==> config.mk <==
export PLATFORM = sky130hd
export DESIGN_NAME = mmio_bridge
export DESIGN_NICKNAME = d
export VERILOG_FILES = /design/src/rtl/mmio_defs.sv /design/src/rtl/seg_scan.sv /design/src/rtl/mmio_bridge.sv
export SDC_FILE = /design/constraint.sdc
export NUM_CORES = 1
export LEC_CHECK = 0
export CORE_ASPECT_RATIO = 0.6
export CORE_UTILIZATION = 60
export CTS_CLUSTER_SIZE = 40
export DETAILED_ROUTE_END_ITERATION = 8
export DONT_BUFFER_PORTS = 1
export HOLD_SLACK_MARGIN = 0.15
export PLACE_DENSITY = 0.75
export SLEW_MARGIN = 20
export SYNTH_ARGS = -nofsm -noshare
export SYNTH_HDL_FRONTEND = slang
export SYNTH_SLANG_ARGS = --single-unit
==> constraint.sdc <==
create_clock -name cpu_clk -period 6 [get_ports cpu_clk]
set_input_delay 0.9 -clock cpu_clk [delete_from_list [all_inputs] [get_ports cpu_clk]]
set_output_delay 0.9 -clock cpu_clk [all_outputs]
set_load 0.05 [all_outputs]
==> src/rtl/mmio_defs.sv <==
// Shared address map, bus constants and seven-segment glyph table for the
// memory-mapped I/O bridge.
package mmio_defs;

    localparam logic [31:0] PERIPH_BASE = 32'hFFFF_F000;

    // Word-aligned offsets inside the 4 KiB peripheral window
    localparam logic [11:0] OFF_DISP = 12'h000;
    localparam logic [11:0] OFF_TCNT = 12'h020;
    localparam logic [11:0] OFF_TDIV = 12'h024;
    localparam logic [11:0] OFF_LED  = 12'h060;
    localparam logic [11:0] OFF_SW   = 12'h070;
    localparam logic [11:0] OFF_BTN  = 12'h078;

    // Active-low segment patterns {dp,g,f,e,d,c,b,a}, decimal point off
    localparam logic [7:0] SEG_0 = 8'hC0;
    localparam logic [7:0] SEG_1 = 8'hF9;
    localparam logic [7:0] SEG_2 = 8'hA4;
    localparam logic [7:0] SEG_3 = 8'hB0;
    localparam logic [7:0] SEG_4 = 8'h99;
    localparam logic [7:0] SEG_5 = 8'h92;
    localparam logic [7:0] SEG_6 = 8'h82;
    localparam logic [7:0] SEG_7 = 8'hF8;
    localparam logic [7:0] SEG_8 = 8'h80;
    localparam logic [7:0] SEG_9 = 8'h90;
    localparam logic [7:0] SEG_A = 8'h88;
    localparam logic [7:0] SEG_B = 8'h83;
    localparam logic [7:0] SEG_C = 8'hC6;
    localparam logic [7:0] SEG_D = 8'hA1;
    localparam logic [7:0] SEG_E = 8'h86;
    localparam logic [7:0] SEG_F = 8'h8E;

    function automatic logic [7:0] hex_to_seg(input logic [3:0] nib);
        logic [7:0] seg;
        case (nib)
            4'h0:    seg = SEG_0;
            4'h1:    seg = SEG_1;
            4'h2:    seg = SEG_2;
            4'h3:    seg = SEG_3;
            4'h4:    seg = SEG_4;
            4'h5:    seg = SEG_5;
            4'h6:    seg = SEG_6;
            4'h7:    seg = SEG_7;
            4'h8:    seg = SEG_8;
            4'h9:    seg = SEG_9;
            4'hA:    seg = SEG_A;
            4'hB:    seg = SEG_B;
            4'hC:    seg = SEG_C;
            4'hD:    seg = SEG_D;
            4'hE:    seg = SEG_E;
            default: seg = SEG_F;
        endcase
        return seg;
    endfunction

endpackage

==> src/rtl/seg_scan.sv <==
// Multiplexed 8-digit seven-segment driver: cycles one digit at a time and
// decodes the matching nibble of the display register.
module seg_scan #(
    parameter int SCAN_DIV = 20000
) (
    input  logic        cpu_clk,
    input  logic        cpu_rst_n,
    input  logic [31:0] disp,
    output logic [7:0]  dig_en,
    output logic [7:0]  dig_seg
);
    import mmio_defs::*;

    localparam int             CW        = (SCAN_DIV > 1) ? $clog2(SCAN_DIV) : 1;
    localparam logic [CW-1:0]  SCAN_LAST = CW'(SCAN_DIV - 1);

    logic [CW-1:0] scan_q, scan_d;
    logic [2:0]    idx_q, idx_d;

    // NOTE: every signal assigned in always_comb gets a default first, so no
    // path leaves it unassigned and no latch is inferred.
    always_comb begin
        scan_d = scan_q + 1'b1;
        idx_d  = idx_q;
        if (scan_q == SCAN_LAST) begin
            scan_d = '0;
            idx_d  = idx_q + 3'd1;
        end
    end

    // NOTE: state registers use non-blocking assignments so every flop samples
    // the pre-edge values regardless of process ordering.
    always_ff @(posedge cpu_clk or negedge cpu_rst_n) begin
        if (!cpu_rst_n) begin
            scan_q <= '0;
            idx_q  <= '0;
        end else begin
            scan_q <= scan_d;
            idx_q  <= idx_d;
        end
    end

    assign dig_en  = ~(8'h01 << idx_q);
    assign dig_seg = hex_to_seg(disp[{idx_q, 2'b00} +: 4]);

endmodule

==> src/rtl/mmio_bridge.sv <==
// CPU data-bus responder: routes each access to DRAM or to the memory-mapped
// LED, switch, button, display and timer registers.
module mmio_bridge #(
    parameter int          SCAN_DIV    = 20000,
    parameter logic [31:0] PERIPH_BASE = mmio_defs::PERIPH_BASE
) (
    input  logic        cpu_clk,
    input  logic        cpu_rst_n,
    input  logic [31:0] Bus_addr,
    input  logic        Bus_wen,
    input  logic [31:0] Bus_wdata,
    output logic [31:0] Bus_rdata,
    output logic [13:0] dram_addr,
    output logic        dram_wen,
    output logic [31:0] dram_wdata,
    input  logic [31:0] dram_rdata,
    input  logic [23:0] sw,
    input  logic [4:0]  button,
    output logic [23:0] led,
    output logic [7:0]  dig_en,
    output logic [7:0]  dig_seg
);
    import mmio_defs::*;

    logic        is_periph;
    logic [11:0] off;
    logic        pwr;

    logic [31:0] disp_q, disp_d;
    logic [23:0] led_q, led_d;
    logic [31:0] tcnt_q, tcnt_d;
    logic [31:0] tdiv_q, tdiv_d;
    logic [31:0] presc_q, presc_d;
    logic [23:0] sw_meta_q, sw_sync_q;
    logic [4:0]  btn_meta_q, btn_sync_q;
    logic [31:0] periph_rdata;

    assign is_periph = (Bus_addr[31:12] == PERIPH_BASE[31:12]);
    assign off       = {Bus_addr[11:2], 2'b00};
    assign pwr       = Bus_wen & is_periph;

    assign dram_addr  = Bus_addr[15:2];
    assign dram_wen   = Bus_wen & ~is_periph;
    assign dram_wdata = Bus_wdata;

    always_comb begin
        disp_d  = disp_q;
        led_d   = led_q;
        tdiv_d  = tdiv_q;
        tcnt_d  = tcnt_q;
        presc_d = presc_q + 32'd1;
        if (presc_q == tdiv_q) begin
            presc_d = '0;
            tcnt_d  = tcnt_q + 32'd1;
        end
        if (pwr) begin
            case (off)
                OFF_DISP: disp_d = Bus_wdata;
                OFF_LED:  led_d  = Bus_wdata[23:0];
                // A CNT load overrides any tick landing in the same cycle
                OFF_TCNT: begin
                    tcnt_d  = Bus_wdata;
                    presc_d = '0;
                end
                OFF_TDIV: begin
                    tdiv_d  = Bus_wdata;
                    presc_d = '0;
                end
                default: ;
            endcase
        end
    end

    always_ff @(posedge cpu_clk or negedge cpu_rst_n) begin
        if (!cpu_rst_n) begin
            disp_q     <= '0;
            led_q      <= '0;
            tcnt_q     <= '0;
            tdiv_q     <= '0;
            presc_q    <= '0;
            sw_meta_q  <= '0;
            sw_sync_q  <= '0;
            btn_meta_q <= '0;
            btn_sync_q <= '0;
        end else begin
            disp_q     <= disp_d;
            led_q      <= led_d;
            tcnt_q     <= tcnt_d;
            tdiv_q     <= tdiv_d;
            presc_q    <= presc_d;
            sw_meta_q  <= sw;
            sw_sync_q  <= sw_meta_q;
            btn_meta_q <= button;
            btn_sync_q <= btn_meta_q;
        end
    end

    always_comb begin
        periph_rdata = '0;
        case (off)
            OFF_DISP: periph_rdata = disp_q;
            OFF_TCNT: periph_rdata = tcnt_q;
            OFF_TDIV: periph_rdata = tdiv_q;
            OFF_LED:  periph_rdata = {8'h00, led_q};
            OFF_SW:   periph_rdata = {8'h00, sw_sync_q};
            OFF_BTN:  periph_rdata = {27'h0, btn_sync_q};
            default:  ;
        endcase
    end

    // Combinational return path: the single-cycle CPU consumes it this cycle
    assign Bus_rdata = is_periph ? periph_rdata : dram_rdata;
    assign led       = led_q;

    seg_scan #(
        .SCAN_DIV (SCAN_DIV)
    ) u_seg_scan (
        .cpu_clk   (cpu_clk),
        .cpu_rst_n (cpu_rst_n),
        .disp      (disp_q),
        .dig_en    (dig_en),
        .dig_seg   (dig_seg)
    );

endmodule

==> results by group, run 1 <==
Setup path
  • Arrival time worst endpoint: about 4.0 ns
  • Critical Path Sink Type: output port
  • Slowest cell on crit path: dfrtp_1
  • Crit-path max cell delay: around 0.85 ns
  • Crit path from: u_seg_scan.idx_q[0]$_DFFE_PN0N_
  • WP buf/inv: 0
  • Critical Path Fanout Max: 11
  • Startpoint Class: flop
  • Crit-path cells: mux4_2, mux2i_1, and2_1, nor3_1, a221oi_2
  • Flop2flop setup slack: ~3.1 ns
  • Reg2reg end: presc_q[7]$_DFF_PN0_
  • Cell family with most CP delay: multiplexers
  • Crit Path Class: flop to output port
  • Reg2reg path depth: 6
  • Worst Path Required: roughly 5.1 ns
  • Number of cells on the critical path: 5
  • End of the critical path: dig_seg[0]
  • RR Startpoint: tdiv_q[8]$_DFFE_PN0P_

STA
  • Period Utilization, post-route: between 80% and 90%
  • Final hold violations: 0
  • Unrepaired setup endpoints after global routing: no
  • Final worst setup slack: ~1.1 ns
  • TNS Setup: 0 ns
  • Skew final: around 0.011 ns
  • Worst rel slew slack: 27.26%
  • Count of final setup violators: 0
  • Tmin final: roughly 4.9 ns
  • Achievable Freq: ~200 MHz
  • Slew Viols, Final: 0
  • Worst slew pin tran: between 1 and 1.5 ns

Status
  • Outcome: complete, no violations

Power and ir drop
  • Worst VDD drop: between 200 and 250 µV
  • Pwr per Cell Area: 241.3 nW/µm²
  • Leak pwr: approximately 5.7 nW

Placement
  • DP HPWL: between 20000 and 25000 µm
  • Worst slack at placement: around 1.6 ns
  • Gpl congestion: just over 0.9
  • # port buffers: 0

Global route
  • Met3 usage: about 7.0%
  • Met1 Use GR: approximately 47%
  • Initial antenna violation count: 0
  • First-pass GRT wire length: roughly 46000 µm
  • Grt ovf: 0
  • GR peak layer: met1
  • Largest net degree at the start of global routing: approximately 230
  • Grt met2 use: 44.04%
  • All-Layer GR Usage: a little under a third
  • Vias in the first global route: a little under 8000

Logic synthesis
  • Area fraction of the dominant cell type after synthesis: roughly half
  • Post-synth EDFFs: 0
  • Mux cell area share after synthesis: between 10 and 15%
  • Dominant register cell in the synthesized netlist: dfrtp_1
  • Post-synth top cells: dfrtp_1, nor2_1, nand2_1
  • Count leader, synth: dfrtp_1
  • Synth Area in Adders: between 1.5 and 2%
  • Synth Area in XOR/XNOR: 7.517%
  • Post-synthesis sequential element count: approximately 230
  • Asr flop ratio synth: between 90% and 100%
  • Synth area leader: dfrtp_1
  • Mapped Cells: 1055
  • Syn_nets: 1198
  • Syn. warnings: 0
  • Syn Area/Cell: about 11 µm²
  • Leading post-synthesis cells by cell area: dfrtp_1, mux2_2, xor2_1
  • Mapped Area: about 12000 µm²
  • Largest family of logic cells by synthesized area: simple AND/OR/NAND/NOR gates
  • Yosys cell types: slightly below 60
  • Compound-gate portion of the synthesized area: 8.065%
  • Sequential fraction of the synthesis area: approximately half
  • Post-synthesis simple-gate area fraction: between 10% and 20%

Detailed routing
  • Via count: between 8000 and 9000
  • Routed Antenna Nets: 0
  • Number of remaining DRC errors: 0
  • Via-to-Cell Ratio: 6.450
  • DRT Pass-1 Iters: 6
  • Iter 0 DRT Violations: ~860
  • Final wirelength: between 30000 and 40000 µm
  • WL/cell: approximately 24 µm

Floorplan
  • Die Footprint: 20000 µm²
  • Floorplan row count: 39
  • Initial Util: 61.22%
  • Core Area: roughly 19000 µm²
  • Die Ht: ~110 µm
  • Die Wd: between 150 and 200 µm
  • I/O pins: roughly 250

Worst hold path
  • Hold Path Class: flop to flop
  • Hold_sp: sw_meta_q[8]$_DFF_PN0_

Finish
  • # fillers: 1470
  • Layout Nets: 1158
  • Final core occ: ~65%
  • Syn-to-layout area delta: 5.767%
  • Fraction of layout cells with a size suffix above 1: approximately 17%
  • Diodes inserted: 0

Clocking
  • Worst-Skew Late Latency: 0.51 ns
  • CTS root buf: clkbuf_16
  • CTS Buf Count: 21
  • Worst-case clock buffer depth: 3
  • Worst-path clk slew: approximately 0.060 ns
  • Clock sinks: 228
  • CTS tree: yes
  • H-tree levels: 1

Run
  • Max-cap viol count: 0
power by group:
| part | switching [W] | internal, W | leakage [nW] |
|---|---|---|---|
| Sequential | 0.00000985 | 0.00156 | 3.03 |
| Combinational | 0.0000864 | 0.0000251 | 2.34 |
| Clock | 0.000566 | 0.000727 | 0.319 |
metal layers:
metal / up-vias / share of wire, %
met3: 51 / 9.9
met5: - / 0
met1: 4090 / 46
met4: 0 / 2.3
li1: 3648 / -
met2: 428 / 42
how the worst min path moves through the flow:
stage | end | cells past startpoint
6_report | sw_sync_q[8]$_DFF_PN0_ | 0
5_1_grt | sw_sync_q[10]$_DFF_PN0_ | 0
4_1_cts | tdiv_q[30]$_DFFE_PN0P_ | 0
3_5_place_dp | sw_sync_q[20]$_DFF_PN0_ | 0
3_3_place_gp | sw_sync_q[16]$_DFF_PN0_ | 0
2_1_floorplan | btn_sync_q[0]$_DFF_PN0_ | 0
area by class of cell:
class                           instances  area [µm²]  share of cell area (%)
Clock buffer                           31       593.1                   4.813
Clock inverter                          5       53.80                  0.4366
Inverter                               18       67.56                  0.5483
Multi-Input combinational cell        718        5363                   43.52
Sequential cell                       228        5705                   46.30
Tap cell                              246       307.8                   2.498
Timing Repair Buffer                   28       232.7                   1.889
per-stage QoR:
step	total power [W]	instances	hold slack (ns)	area [µm²]
3_5_place_dp	0.001678	1236	0.3347	11640
2_1_floorplan	0.001750	1055	0.3312	11650
4_1_cts	0.002960	1272	0.09116	12290
6_report	0.002974	1274	0.3473	12320
5_1_grt	0.003066	1274	0.3531	12320
3_3_place_gp	0.001676	1236	0.3332	11640
timing repair:
action / CTS / global route
hold endpoints to repair: 228 / 213
resized for setup: 0 / 0
buffers inserted: 0 / 0
layout by cell type, fill, tap and decap left out, types with 6 or more instances in the layout:
cell       synthesis  layout
nor4_1            25      25
buf_4             47      26
o21ai_1            1      32
nor2_1           113     113
inv_1             17      17
a222oi_1           8       8
a221o_1           19      19
mux2i_1           33      33
clkbuf_16          0      21
nand2_1           66      66
nand4_1           22      22
a21oi_1           48      48
mux2_4            30      30
and3_1             9       9
and4_1             9       9
clkbuf_1          25       7
ha_1              15      15
xnor2_1           45      45
nand3_1           37      35
nor3_1            14      14
dfrtp_1          228     228
o21ai_0           37       6
mux4_2             9       9
mux2_2            59      59
xor2_1            55      55
logic make-up (layout without fill, tap and decap cells):
family	count (synthesis)	after routing
compound gates	144	144
xor+xnor	100	100
fa+ha+maj	15	15
buf+inv	109	82
flops	228	228
mux	131	131
other cells	1	1
simple gates	327	327
flip-flops by register name, summed over array words and instances (netlist names):
register	count
disp_q	32
presc_q	32
tcnt_q	32
tdiv_q	32
led	24
sw_meta_q	24
sw_sync_q	24
u_seg_scan.scan_q	15
btn_meta_q	5
btn_sync_q	5
u_seg_scan.idx_q	3
(Power assumes the default switching activity.)
==> run 2: changes to the inputs <==
==> constraint.sdc (replaced) <==
create_clock -name cpu_clk -period 4.55 [get_ports cpu_clk]
set_input_delay 0.6825 -clock cpu_clk [delete_from_list [all_inputs] [get_ports cpu_clk]]
set_output_delay 0.6825 -clock cpu_clk [all_outputs]
set_load 0.05 [all_outputs]
==> run 2 against run 1 <==
Effect of this change:
- register-to-register slack worse by 1.5 ns
- sequential share of layout area down 0.72 points
- combinational power up 5%
- cell count up 2.0%
- final area up 1.6%
- sequential cell count unchanged
- worst hold slack worse by 0.48 ns
- worst setup slack worse by 0.85 ns
- clock skew up 0.0011 ns
- first-iteration DRC count down 8.1%
- the flow now finishes with violations (negative hold slack)
- global-route usage about the same
- utilization up 1.0 points
==> results by group, run 2 (synthesized netlist as in run 1, its figures left out) <==
Global route
  • Initial antenna violation count: 3 (+3)
  • First-pass GRT wire length: 46050 µm (+0.27%)
  • Grt ovf: 0 (unchanged)
  • All-Layer GR Usage: 30.66% (+0.035 points)
  • Largest net degree at the start of global routing: 229 (unchanged)
  • Vias in the first global route: 7852 (+1.8%)

Setup path
  • Slowest cell on crit path: dfrtp_1
  • Startpoint Class: flop
  • Crit-path max cell delay: 0.81 ns (-0.04 ns)
  • Arrival time worst endpoint: 3.58 ns (-0.38 ns)
  • Crit Path Class: flop to output port
  • Worst Path Required: 3.87 ns (-1.23 ns)
  • WP buf/inv: 1 (+1)
  • Critical Path Fanout Max: 11 (unchanged)
  • Crit-path cells: mux4_2, mux2i_1, inv_1, ha_1, mux4_2
  • Cell family with most CP delay: multiplexers
  • Critical Path Sink Type: output port
  • Most frequent CP cell: mux4_2

Status
  • Outcome: complete, but fails checks
  • Failing checks: negative hold slack

Clocking
  • # Post-CTS Setup Buffers: 0 (unchanged)
  • Clock sinks: 228 (unchanged)
  • CTS tree: yes
  • Worst-Skew Late Latency: 0.52 ns (about the same)
  • Post-CTS Resized: 0 (unchanged)
  • Worst-path clk slew: 0.06 ns (about the same)
  • CTS root buf: clkbuf_16
  • Worst-case clock buffer depth: 3 (unchanged)
  • CTS Buf Count: 22 (+4.8%)
  • H-tree levels: 1 (unchanged)

Run
  • Max-cap viol count: 0 (unchanged)

STA
  • Worst rel slew slack: 25.72% (-1.5 points)
  • TNS Setup: 0 ns (unchanged)
  • Hold_ws: -0.1312 ns (-0.4786 ns)
  • Worst slew pin tran: 1.112 ns (+0.02041 ns)
  • Slew Viols, Final: 0 (unchanged)
  • Tmin final: between 4 and 5 ns
  • Skew final: 0.01168 ns (+0.001118 ns)
  • Count of final setup violators: 0 (unchanged)
  • Final hold violations: 228 (+228)
  • Period Utilization, post-route: between 90% and 100%
  • Achievable Freq: approximately 230 MHz
  • Unrepaired setup endpoints after global routing: no

Finish
  • Final core occ: 65.78% (+1.0 points)
  • Post-route insts no fill: 1300 (+2.0%)
  • Fraction of layout cells with a size suffix above 1: 19.28% (+2.4 points)
  • Layout Nets: 1180 (+1.9%)
  • Commonest non-fill, non-tap cell in the layout: dfrtp_1
  • Commonest non-fill, non-tap cells in the layout: dfrtp_1, nor2_1, nand2_1, mux2_2, xor2_1
  • Syn-to-layout area delta: 7.442%

Floorplan
  • Die Ht: 109.9 µm (unchanged)
  • Die Footprint: 20000 µm² (unchanged)
  • Floorplan row count: 39 (unchanged)
  • Die Wd: 181.9 µm (unchanged)
  • I/O pins: 247 (unchanged)
  • Core Area: 19030 µm² (unchanged)
  • Initial Util: 61.22% (unchanged)

Power and ir drop
  • Worst VDD drop: 260.7 µV (+7.9%)
  • Leak pwr: 5.808 nW (+2.2%)
  • Tot Pwr: 0.003972 W (+34%)
  • Pwr per Cell Area: 317.3 nW/µm² (+31%)

Detailed routing
  • Number of remaining DRC errors: 0 (unchanged)
  • WL/cell: 23.16 µm (-2.2%)
  • Routed Antenna Nets: 0 (unchanged)
  • Iter 0 DRT Violations: 786 (-8.1%)
  • Final wirelength: 30100 µm (-0.21%)
  • DRT Pass-1 Iters: 5 (-1)
  • Via-to-Cell Ratio: 6.427 (-0.35%)
  • Via count: 8355 (+1.7%)

Worst hold path
  • Hold Path Class: input port to asynchronous set/reset pin

Placement
  • Post-Place Cells: 1259 (+1.9%)
  • # port buffers: 0 (unchanged)
  • Gpl congestion: 0.8997 (-2.5%)
  • DP HPWL: 21040 µm (+1.4%)
[run 2: area by class of cell]
class                   count  area, µm²
diodes                      1      2.502
clock buffers              33      661.9
clock inverters             7      48.80
fillers                  1447       6513
inverters                  18      67.56
multi-input cells         718       5356
flip-flops and latches    228       5705
well taps                 246      307.8
repair buffers             49      367.9
[run 2: worst reg2reg max path: cells and delay by family, from the launching register on]
kind	cells	cell delay [ns]
xor+xnor	1	0.19
flops	1	0.45
simple gates	5	2.15
[run 2: path summary, 6_finish.rpt]
| kind | slack [ns] | cells after the start | startpoint | endpoint |
|---|---|---|---|---|
| worst min register to register | 0.35 | 0 | btn_meta_q[0]$_DFF_PN0_ | btn_sync_q[0]$_DFF_PN0_ |
| worst min-delay path | -0.13 | 0 | cpu_rst_n | tdiv_q[29]$_DFFE_PN0P_ |
| max in group asynchronous | 4.31 | 0 | cpu_rst_n | sw_meta_q[8]$_DFF_PN0_ |
| worst max register to register | 1.60 | 6 | tdiv_q[8]$_DFFE_PN0P_ | presc_q[31]$_DFF_PN0_ |
| min in group cpu_clk | 0.19 | 0 | sw[16] | sw_meta_q[16]$_DFF_PN0_ |
| worst max-delay path | 0.29 | 5 | u_seg_scan.idx_q[0]$_DFFE_PN0N_ | dig_seg[3] |
[run 2: power breakdown]
group	internal [W]	total, W	switching [W]
clock network	0.00101	0.00178	0.000775
registers	0.00206	0.00207	0.0000138
logic	0.0000402	0.000117	0.0000771
[run 2: metrics by stage]
step / hold slack, ns / area [µm²] / setup WS [ns]
detailed placement: 0.3347 / 11810 / 0.7927
finish: -0.1312 / 12520 / 0.2871
CTS: -0.1424 / 12520 / 0.2586
global placement: 0.3323 / 11810 / 0.8510
global route: -0.1504 / 12520 / 0.1025
floorplan: 0.3312 / 11650 / 0.7423
[run 2: layer usage]
layer / vias up / wire [µm] / GRT usage (%)
met4: 2 / 583 / 6.903
met5: - / 13 / 0
met2: 404 / 12650 / 45.74
met3: 50 / 2750 / 7.585
li1: 3683 / - / -
met1: 4216 / 14100 / 45.29
==> run 3: changes to the inputs <==
--- a/config.mk
+++ b/config.mk
@@ -6,6 +6,7 @@
 export NUM_CORES = 1
 export LEC_CHECK = 0
 export CORE_ASPECT_RATIO = 0.6
+export CORE_MARGIN = 8
 export CORE_UTILIZATION = 60
 export CTS_CLUSTER_SIZE = 40
 export DETAILED_ROUTE_END_ITERATION = 8
@@ -16,3 +17,4 @@
 export SYNTH_ARGS = -nofsm -noshare
 export SYNTH_HDL_FRONTEND = slang
 export SYNTH_SLANG_ARGS = --single-unit
+export TNS_END_PERCENT = 10
==> run 3 against run 2 <==
Effect of this change:
- the flow still finishes with violations (negative hold slack)
- worst setup slack worse by 0.032 ns
- critical path type unchanged
- combinational power hardly changed
- worst hold slack worse by 0.017 ns
- routed wire length is 5.4% higher
- clock power is 11% higher
- largest cell class unchanged
==> results by group, run 3 (synthesized netlist as in run 1, its figures left out) <==
Status
  • Outcome: complete, but fails checks
  • Failing checks: negative hold slack

STA
  • Achievable Freq: 232.8 MHz (-0.75%)
  • Worst slew pin tran: 1.002 ns (-0.1098 ns)
  • Tmin final: 4.295 ns (+0.03200 ns)
  • Count of final setup violators: 0 (unchanged)
  • Unrepaired setup endpoints after global routing: no
  • Hold_ws: -0.1478 ns (-0.01657 ns)
  • TNS Setup: 0 ns (unchanged)
  • Period Utilization, post-route: 94.39% (+0.70 points)
  • Skew final: 0.01972 ns (+0.008040 ns)
  • Final hold violations: 228 (unchanged)
  • Worst rel slew slack: 33.14% (+7.4 points)
  • Slew Viols, Final: 0 (unchanged)

Floorplan
  • Floorplan row count: 39 (unchanged)
  • Die Ht: 123.9 µm (+13%)
  • I/O pins: 247 (unchanged)
  • Die Wd: 195.9 µm (+7.7%)
  • Core Area: 19030 µm² (unchanged)
  • Initial Util: 61.22% (unchanged)
  • Die Footprint: 24280 µm² (+21%)

Detailed routing
  • Number of remaining DRC errors: 0 (unchanged)
  • Routed Antenna Nets: 0 (unchanged)
  • Iter 0 DRT Violations: 832 (+5.9%)
  • Final wirelength: 31730 µm (+5.4%)
  • DRT Pass-1 Iters: 5 (unchanged)
  • WL/cell: 24.41 µm (+5.4%)
  • Via-to-Cell Ratio: 6.353 (-1.1%)
  • Via count: 8259 (-1.1%)

Placement
  • Post-DP Area: 11810 µm² (about the same)
  • # port buffers: 0 (unchanged)
  • Gpl congestion: 0.9314 (+3.5%)
  • DP HPWL: 22220 µm (+5.6%)

Clocking
  • Worst-case clock buffer depth: 3 (unchanged)
  • Clock sinks: 228 (unchanged)
  • Post-CTS Resized: 0 (unchanged)
  • CTS tree: yes
  • CTS Buf Count: 22 (unchanged)
  • # Post-CTS Setup Buffers: 0 (unchanged)
  • CTS root buf: clkbuf_16
  • Worst-path clk slew: 0.06 ns (about the same)
  • Worst-Skew Late Latency: 0.53 ns (about the same)
  • H-tree levels: 1 (unchanged)

Finish
  • Layout Nets: 1181 (+0.085%)
  • Commonest non-fill, non-tap cells in the layout: dfrtp_1, nor2_1, nand2_1, mux2_2, xor2_1
  • Final instance area: 12610 µm² (+0.75%)
  • Diodes inserted: 0 (-1)
  • Commonest non-fill, non-tap cell in the layout: dfrtp_1
  • Syn-to-layout area delta: 8.247%
  • Fraction of layout cells with a size suffix above 1: 19.64% (+0.36 points)

Setup path
  • Arrival time worst endpoint: 3.61 ns (+0.03 ns)
  • Flop2flop setup slack: 1.79 ns (+0.19 ns)
  • Worst Path Required: 3.87 ns (about the same)
  • Reg2reg path depth: 7 (+1)
  • Critical Path Fanout Max: 11 (unchanged)
  • RR Startpoint: tdiv_q[29]$_DFFE_PN0P_
  • Reg2reg end: tcnt_q[30]$_DFF_PN0_
  • Crit Path Class: flop to output port
  • Startpoint Class: flop
  • Critical Path Sink Type: output port

Power and ir drop
  • Pwr per Cell Area: 329.9 nW/µm² (+4.0%)
  • Worst VDD drop: 290.0 µV (+11%)
  • Leak pwr: 5.852 nW (+0.76%)

Global route
  • Largest net degree at the start of global routing: 229 (unchanged)
  • Vias in the first global route: 8356 (+6.4%)
  • Grt ovf: 0 (unchanged)
  • All-Layer GR Usage: 26.01% (-4.6 points)
  • First-pass GRT wire length: 49250 µm (+6.9%)
  • Initial antenna violation count: 0 (-3)

Worst hold path
  • Hold Path Class: input port to asynchronous set/reset pin

Run
  • Max-cap viol count: 0 (unchanged)
==> run 3: cell types whose count changed in the layout (fill, tap and decap cells not counted), sizes merged <==
cell    delta
buf        +1
bufinv     +3
clkinv     -1
inv        +1
diode      -1
clkbuf     -3
==> run 3: per-layer routing <==
layer	vias to the layer above	GRT usage [%]	routed length [µm]
li1	3689	-	-
met1	4118	37.42	14450
met2	417	38.13	13430
met3	35	8.500	3327
met4	0	5.611	529
met5	-	0	0
==> run 3: final cells by class <==
class | instances | area (µm²)
Clock buffer | 30 | 640.6
Clock inverter | 10 | 156.4
Fill cell | 1428 | 6419
Inverter | 18 | 67.56
Multi-Input combinational cell | 718 | 5359
Sequential cell | 228 | 5705
Tap cell | 246 | 307.8
Timing Repair Buffer | 50 | 375.4
==> run 3: critical path, cell delays in order, from the launching register on <==
cell     delay [ns]
dfrtp_1        0.84
mux4_2         0.63
mux2i_1        0.53
inv_1          0.15
ha_1           0.28
mux4_2         0.66
==> run 3: worst max-delay path by stage <==
stage | slack (ns) | startpoint | depth (start not counted) | endpoint
3_5_place_dp | 0.81 | u_seg_scan.idx_q[0]$_DFFE_PN0N_ | 5 | dig_seg[3]
4_1_cts | 0.25 | u_seg_scan.idx_q[0]$_DFFE_PN0N_ | 5 | dig_seg[3]
2_1_floorplan | 0.74 | Bus_addr[7] | 7 | Bus_rdata[15]
6_report | 0.26 | u_seg_scan.idx_q[0]$_DFFE_PN0N_ | 5 | dig_seg[3]
5_1_grt | 0.03 | u_seg_scan.idx_q[0]$_DFFE_PN0N_ | 5 | dig_seg[3]
3_3_place_gp | 0.90 | u_seg_scan.idx_q[0]$_DFFE_PN0N_ | 5 | dig_seg[3]
==> run 3: through the flow <==
| stage | setup WS (ns) | instances | util, % | power [W] |
|---|---|---|---|---|
| 2_1_floorplan | 0.7423 | 1055 | - | 0.002308 |
| 3_3_place_gp | 0.9048 | 1260 | 62.07 | 0.002224 |
| 3_5_place_dp | 0.8082 | 1260 | 62.07 | 0.002226 |
| 4_1_cts | 0.2496 | 1300 | 66.26 | 0.004177 |
| 5_1_grt | 0.02994 | 1300 | 66.27 | 0.004273 |
| 6_report | 0.2551 | 1300 | 66.27 | 0.004161 |
==> run 3: power by group <==
group	leakage, nW	internal, W	switching [W]	total [W]
Clock	0.391	0.00117	0.000804	0.00197
Sequential	3.03	0.00206	0.0000128	0.00207
Combinational	2.43	0.0000402	0.0000785	0.000119
